==> src/rtl/cond_diff_subtractor_pipe_pkg.sv <==
// Shared constants for the conditional-difference subtractor pipeline.
//   DEFAULT_WIDTH : default operand width of the top module
//   half_width()  : width of each half-chain for a given operand width
package cond_diff_subtractor_pipe_pkg;

    localparam int DEFAULT_WIDTH = 8;

    function automatic int half_width(input int width);
        return width / 2;
    endfunction

endpackage

==> src/rtl/cond_diff_subtractor_pipe_full_subtractor.sv <==
// One-bit full subtractor built from gate-level expressions.
// Ports:
//   a_i, b_i  : operand bits (computes a_i - b_i - bin_i)
//   bin_i     : borrow in
//   d_o       : difference bit
//   bout_o    : borrow out
module full_subtractor (
    input  logic a_i,
    input  logic b_i,
    input  logic bin_i,
    output logic d_o,
    output logic bout_o
);

    logic axb;

    assign axb    = a_i ^ b_i;
    assign d_o    = axb ^ bin_i;
    // Borrow when b exceeds a, or when the bits match and a borrow is pending.
    assign bout_o = (~a_i & b_i) | (~axb & bin_i);

endmodule

==> src/rtl/cond_diff_subtractor_pipe.sv <==
// Two-stage pipelined conditional-difference subtractor: diff = a - b - bin.
// Stage 1 subtracts the low half directly and precomputes the high half for
// both possible borrow-ins; stage 2 picks the high half with the low borrow.
// Ports:
//   clk, rst_n           : clock (rising edge), async active-low reset
//   in_valid / in_ready  : input handshake for a, b, bin
//   a, b, bin            : minuend, subtrahend, borrow in
//   out_valid / out_ready: output handshake
//   diff                 : (a - b - bin) mod 2^WIDTH
//   bout                 : unsigned borrow out (a < b + bin)
//   ovf                  : signed overflow
//   zero                 : diff == 0
// WIDTH must be even and at least 4.
module cond_diff_subtractor_pipe
    import cond_diff_subtractor_pipe_pkg::*;
#(
    parameter int WIDTH = DEFAULT_WIDTH
) (
    input  logic             clk,
    input  logic             rst_n,
    input  logic             in_valid,
    output logic             in_ready,
    input  logic [WIDTH-1:0] a,
    input  logic [WIDTH-1:0] b,
    input  logic             bin,
    output logic             out_valid,
    input  logic             out_ready,
    output logic [WIDTH-1:0] diff,
    output logic             bout,
    output logic             ovf,
    output logic             zero
);

    localparam int HALF = half_width(WIDTH);

    // ---------------- ripple chains ----------------
    logic [HALF:0]   lo_bw, h0_bw, h1_bw;
    logic [HALF-1:0] lo_d, h0_d, h1_d;

    assign lo_bw[0] = bin;
    assign h0_bw[0] = 1'b0;
    assign h1_bw[0] = 1'b1;

    for (genvar i = 0; i < HALF; i++) begin : g_chain
        full_subtractor u_lo (
            .a_i(a[i]), .b_i(b[i]), .bin_i(lo_bw[i]),
            .d_o(lo_d[i]), .bout_o(lo_bw[i+1])
        );
        full_subtractor u_hi0 (
            .a_i(a[HALF+i]), .b_i(b[HALF+i]), .bin_i(h0_bw[i]),
            .d_o(h0_d[i]), .bout_o(h0_bw[i+1])
        );
        full_subtractor u_hi1 (
            .a_i(a[HALF+i]), .b_i(b[HALF+i]), .bin_i(h1_bw[i]),
            .d_o(h1_d[i]), .bout_o(h1_bw[i+1])
        );
    end

    // ---------------- pipeline control ----------------
    logic s1_valid_q, s2_valid_q;
    logic s1_adv, s2_adv, in_xfer;

    assign s2_adv   = !s2_valid_q | out_ready;
    assign s1_adv   = !s1_valid_q | s2_adv;
    assign in_ready = s1_adv;
    assign in_xfer  = in_valid & s1_adv;

    // ---------------- stage 1 ----------------
    logic [HALF-1:0] lo_diff_q, hi_d0_q, hi_d1_q;
    logic            lo_borrow_q, hi_b0_q, hi_b1_q, a_msb_q, b_msb_q;

    always_ff @(posedge clk or negedge rst_n) begin
        if (!rst_n) begin
            s1_valid_q  <= 1'b0;
            lo_diff_q   <= '0;
            lo_borrow_q <= 1'b0;
            hi_d0_q     <= '0;
            hi_b0_q     <= 1'b0;
            hi_d1_q     <= '0;
            hi_b1_q     <= 1'b0;
            a_msb_q     <= 1'b0;
            b_msb_q     <= 1'b0;
        end else begin
            if (in_xfer) begin
                s1_valid_q  <= 1'b1;
                lo_diff_q   <= lo_d;
                lo_borrow_q <= lo_bw[HALF];
                hi_d0_q     <= h0_d;
                hi_b0_q     <= h0_bw[HALF];
                hi_d1_q     <= h1_d;
                hi_b1_q     <= h1_bw[HALF];
                a_msb_q     <= a[WIDTH-1];
                b_msb_q     <= b[WIDTH-1];
            end else if (s2_adv) begin
                s1_valid_q  <= 1'b0;
            end
        end
    end

    // ---------------- stage 2 ----------------
    logic [WIDTH-1:0] diff_d, diff_q;
    logic             bout_d, bout_q, ovf_d, ovf_q, zero_d, zero_q;

    always_comb begin
        diff_d = {(lo_borrow_q ? hi_d1_q : hi_d0_q), lo_diff_q};
        bout_d = lo_borrow_q ? hi_b1_q : hi_b0_q;
        zero_d = (diff_d == '0);
        ovf_d  = (a_msb_q != b_msb_q) & (diff_d[WIDTH-1] != a_msb_q);
    end

    always_ff @(posedge clk or negedge rst_n) begin
        if (!rst_n) begin
            s2_valid_q <= 1'b0;
            diff_q     <= '0;
            bout_q     <= 1'b0;
            ovf_q      <= 1'b0;
            zero_q     <= 1'b0;
        end else if (s2_adv) begin
            s2_valid_q <= s1_valid_q;
            // Result registers hold when a bubble passes through.
            if (s1_valid_q) begin
                diff_q <= diff_d;
                bout_q <= bout_d;
                ovf_q  <= ovf_d;
                zero_q <= zero_d;
            end
        end
    end

    assign out_valid = s2_valid_q;
    assign diff      = diff_q;
    assign bout      = bout_q;
    assign ovf       = ovf_q;
    assign zero      = zero_q;

endmodule

==> config.mk <==
export PLATFORM = sky130hd
export DESIGN_NAME = cond_diff_subtractor_pipe
export DESIGN_NICKNAME = d
export VERILOG_FILES = /design/src/rtl/cond_diff_subtractor_pipe_pkg.sv /design/src/rtl/cond_diff_subtractor_pipe_full_subtractor.sv /design/src/rtl/cond_diff_subtractor_pipe.sv
export SDC_FILE = /design/constraint.sdc
export NUM_CORES = 1
export LEC_CHECK = 0
export ABC_AREA = 0
export CORE_MARGIN = 2
export CORE_UTILIZATION = 50
export CTS_CLUSTER_DIAMETER = 80
export CTS_CLUSTER_SIZE = 40
export DETAILED_ROUTE_END_ITERATION = 16
export PLACE_DENSITY = 0.79
export SLEW_MARGIN = 10
export SYNTH_ARGS = -nofsm -noshare
export SYNTH_HDL_FRONTEND = slang
export SYNTH_SLANG_ARGS = --single-unit
==> constraint.sdc <==
create_clock -name clk -period 1.6 [get_ports clk]
set_input_delay 0.24 -clock clk [delete_from_list [all_inputs] [get_ports clk]]
set_output_delay 0.24 -clock clk [all_outputs]
set_load 0.1 [all_outputs]
==> impl_metrics.ini <==
[pwr]
switching_share = 0.428
power_frac_seq = 0.340
clock_power_share = 0.167
power.switching_mw = 1.44
p_comb_frac = 0.493
p_int_mw = 1.93
power.density_nw_per_um2 = 1480
p_leak_nw = 1.09
max-vdd-ir-drop_mv = 1.41

[route]
viasPerCell = 4.89
ant_nets = 0
firstDrtPassIters = 4
drt_iter0_markers = 39
wirelength_um = 2970
drc_errors = 0
wl_met3_um = 141
maxUsedRoutingLayer = met4
met2RoutedLength_um = 1590
wl_met1_um = 1180
wire_per_inst_um = 13.9
num_vias = 1042

[synthesis]
synth-seq-cells = 30
synth_cell_types = 23
netlist_area_um2 = 1580
synthTopCellsByCount = 30 x dfrtp_1, 27 x inv_1, 14 x mux2i_1
ys_warn_count = 0
synth-seq-area-share = 0.475
async_flop_share = 1.00
synth_fp_nets = 158
synth_top_area_frac = 0.475
synth_largest_area_cell = dfrtp_1
avgSynthCellArea_um2 = 12.6
synth_edf_count = 0
synthTopCellsByArea = dfrtp_1 48%, fa_1 13%, mux2i_1 8.9%, mux2_2 8.6%, inv_1 6.4%
syn_inst = 125
synth_most_common_cell = dfrtp_1
synth_ff_type = dfrtp_1

[global_routing]
first_global_vias = 1129
grt_pass1_wl_um = 5020
antenna_found_initial = 0
grt_max_degree = 31
grt_overflow = 0
grt_usage = 0.196

[critical_path]
cp-start-kind = primary input
path_class = in2reg
cp.required_ps = 1830
cp.arrival_ps = 2000
end_kind = flop
worstPathMaxFanout = 1
r2r_slack_ps = 340

[finish]
area_delta_synth_final_pct = 44.1
diodes = 0
utilization = 0.752
stdcell_count = 213
fillCellCount = 203
drive_above_1_share = 0.420
layout.nets = 201

[clock_tree]
cts_buffer_depth = 2
cts_setup_buffers = 0
cts.sinks = 30
cts_made_buffers = 5
clock_latency_ps = 340
cts_root_buf = clkbuf_4
cts_tree = done
clk_pin_slew_ps = 90
cts_max_level = 2
cts_hold_buffers = 0

[sta]
min_period_ps = 1770
worst_hold_slack_ps = 262
finalCritPeriodShare = 1.10
rsz0062_at_grt = true
setup_ws_ps = -167
finalHoldViolations = 0
clock_skew_ps = 6.84
clock.fmax_mhz = 566
slew_headroom = 0.756
final-max-slew-violation-count = 0
setup_viol = 3
worstMarginPinSlew_ps = 366

[place]
pre_cts_ws_ps = -1030
place_congestion = 0.732
port_buffers = 33
hpwl_um = 2300
dp_cells = 205

[job]
maxCapViolCount = 0

[die]
start_util = 0.522
core_um2 = 3030
die_h_um = 60.2
fp-row-count = 20
io-pin-count = 34
die-area_um2 = 3630
fp.dieW_um = 60.2

[worst_hold_path]
hold_path_class = in2reg

[run_status]
status = complete, but fails checks
violations = setup timing
## cells by family (layout without fill, tap and decap cells)
family                   count (synthesis)  in the layout  synth area share
adder cells (fa/ha/maj)                 12             12             0.143
buffers and inverters                   31             75            0.0871
multiplexers                            28             28             0.198
flip-flops                              30             30             0.475
AND/OR/NAND/NOR                         12             12            0.0515
AO/OA/AOI/OAI                           12             12            0.0459
## state kept, by name (all words and copies together) (netlist names)
signal / count
diff: 8
hi_d0_q: 4
hi_d1_q: 4
lo_diff_q: 4
a_msb_q: 1
b_msb_q: 1
bout: 1
hi_b0_q: 1
hi_b1_q: 1
lo_borrow_q: 1
out_valid: 1
ovf: 1
s1_valid_q: 1
zero: 1
## power by group through the flow
| stage | Clock, mW | Sequential, mW | Combinational, mW |
|---|---|---|---|
| 6_report | 0.563 | 1.14 | 1.66 |
| 5_1_grt | 0.609 | 1.17 | 1.74 |
| 4_1_cts | 0.575 | 1.15 | 1.68 |
| 3_5_place_dp | 0 | 1.16 | 1.66 |
| 3_3_place_gp | 0 | 1.14 | 1.63 |
| 2_1_floorplan | 0 | 1.76 | 0.414 |
## final cells by class
class,instances,area (um^2),area share
clock buffers,8,78.8,0.0346
inverters,27,119,0.0522
multi-input cells,64,764,0.336
flip-flops and latches,30,754,0.331
well taps,44,55.1,0.0242
repair buffers,40,505,0.222
## worst paths after layout
path | from | end | cells past startpoint
max in group asynchronous | rst_n | out_valid | 2
setup / recovery | b[0] | lo_diff_q[3] | 9
hold reg to reg | hi_b0_q | hi_b0_q | 2
hold / removal | b[4] | hi_d0_q[0] | 3
setup reg to reg | out_valid | diff[2] | 3
min in group asynchronous | rst_n | lo_diff_q[0] | 2
## repair_timing
item	4_1_cts	5_1_grt
gates resized for setup	43	4
endpoints found under the setup margin	8	3
pin swaps	8	10
gates cloned	0	0
## critical path, cell delays in order
cell and delay [ps]:
buf_8 110, inv_12 40, fa_2 180, inv_2 40
fa_2 330, fa_2 340, inv_2 60, fa_1 400
mux2_4 270
## per-layer routing
layer  vias to the layer above  GRT usage
met4                         0      0.114
met3                         7     0.0519
met5                         -          0
met1                       519      0.231
met2                        23      0.321
li1                        493          -
## cells in the final DEF, fill, tap and decap left out, types with 2 or more instances in the layout
cell type / netlist / final
mux2_2: 12 / 6
buf_4: 0 / 7
clkbuf_4: 0 / 5
clkbuf_8: 0 / 3
inv_4: 0 / 2
mux2_4: 1 / 7
buf_2: 2 / 2
dfrtp_1: 30 / 29
fa_1: 10 / 3
buf_12: 0 / 13
fa_2: 0 / 7
clkdlybuf4s50_1: 0 / 11
a31oi_1: 5 / 5
a21oi_1: 5 / 5
inv_1: 27 / 16
buf_8: 1 / 2
inv_2: 0 / 8
mux2i_1: 14 / 14
dlygate4sd2_1: 0 / 3
nand2b_1: 5 / 5
## metrics by stage
stage	TNS, ps	total power [mW]	instance area (um^2)
6_report	-409	3.37	2280
3_3_place_gp	-6000	2.78	2180
4_1_cts	-609	3.40	2280
2_1_floorplan	-1300	2.17	1650
5_1_grt	-539	3.52	2280
3_5_place_dp	-6660	2.82	2180
Note: power is estimated with default switching activity, not from simulation.
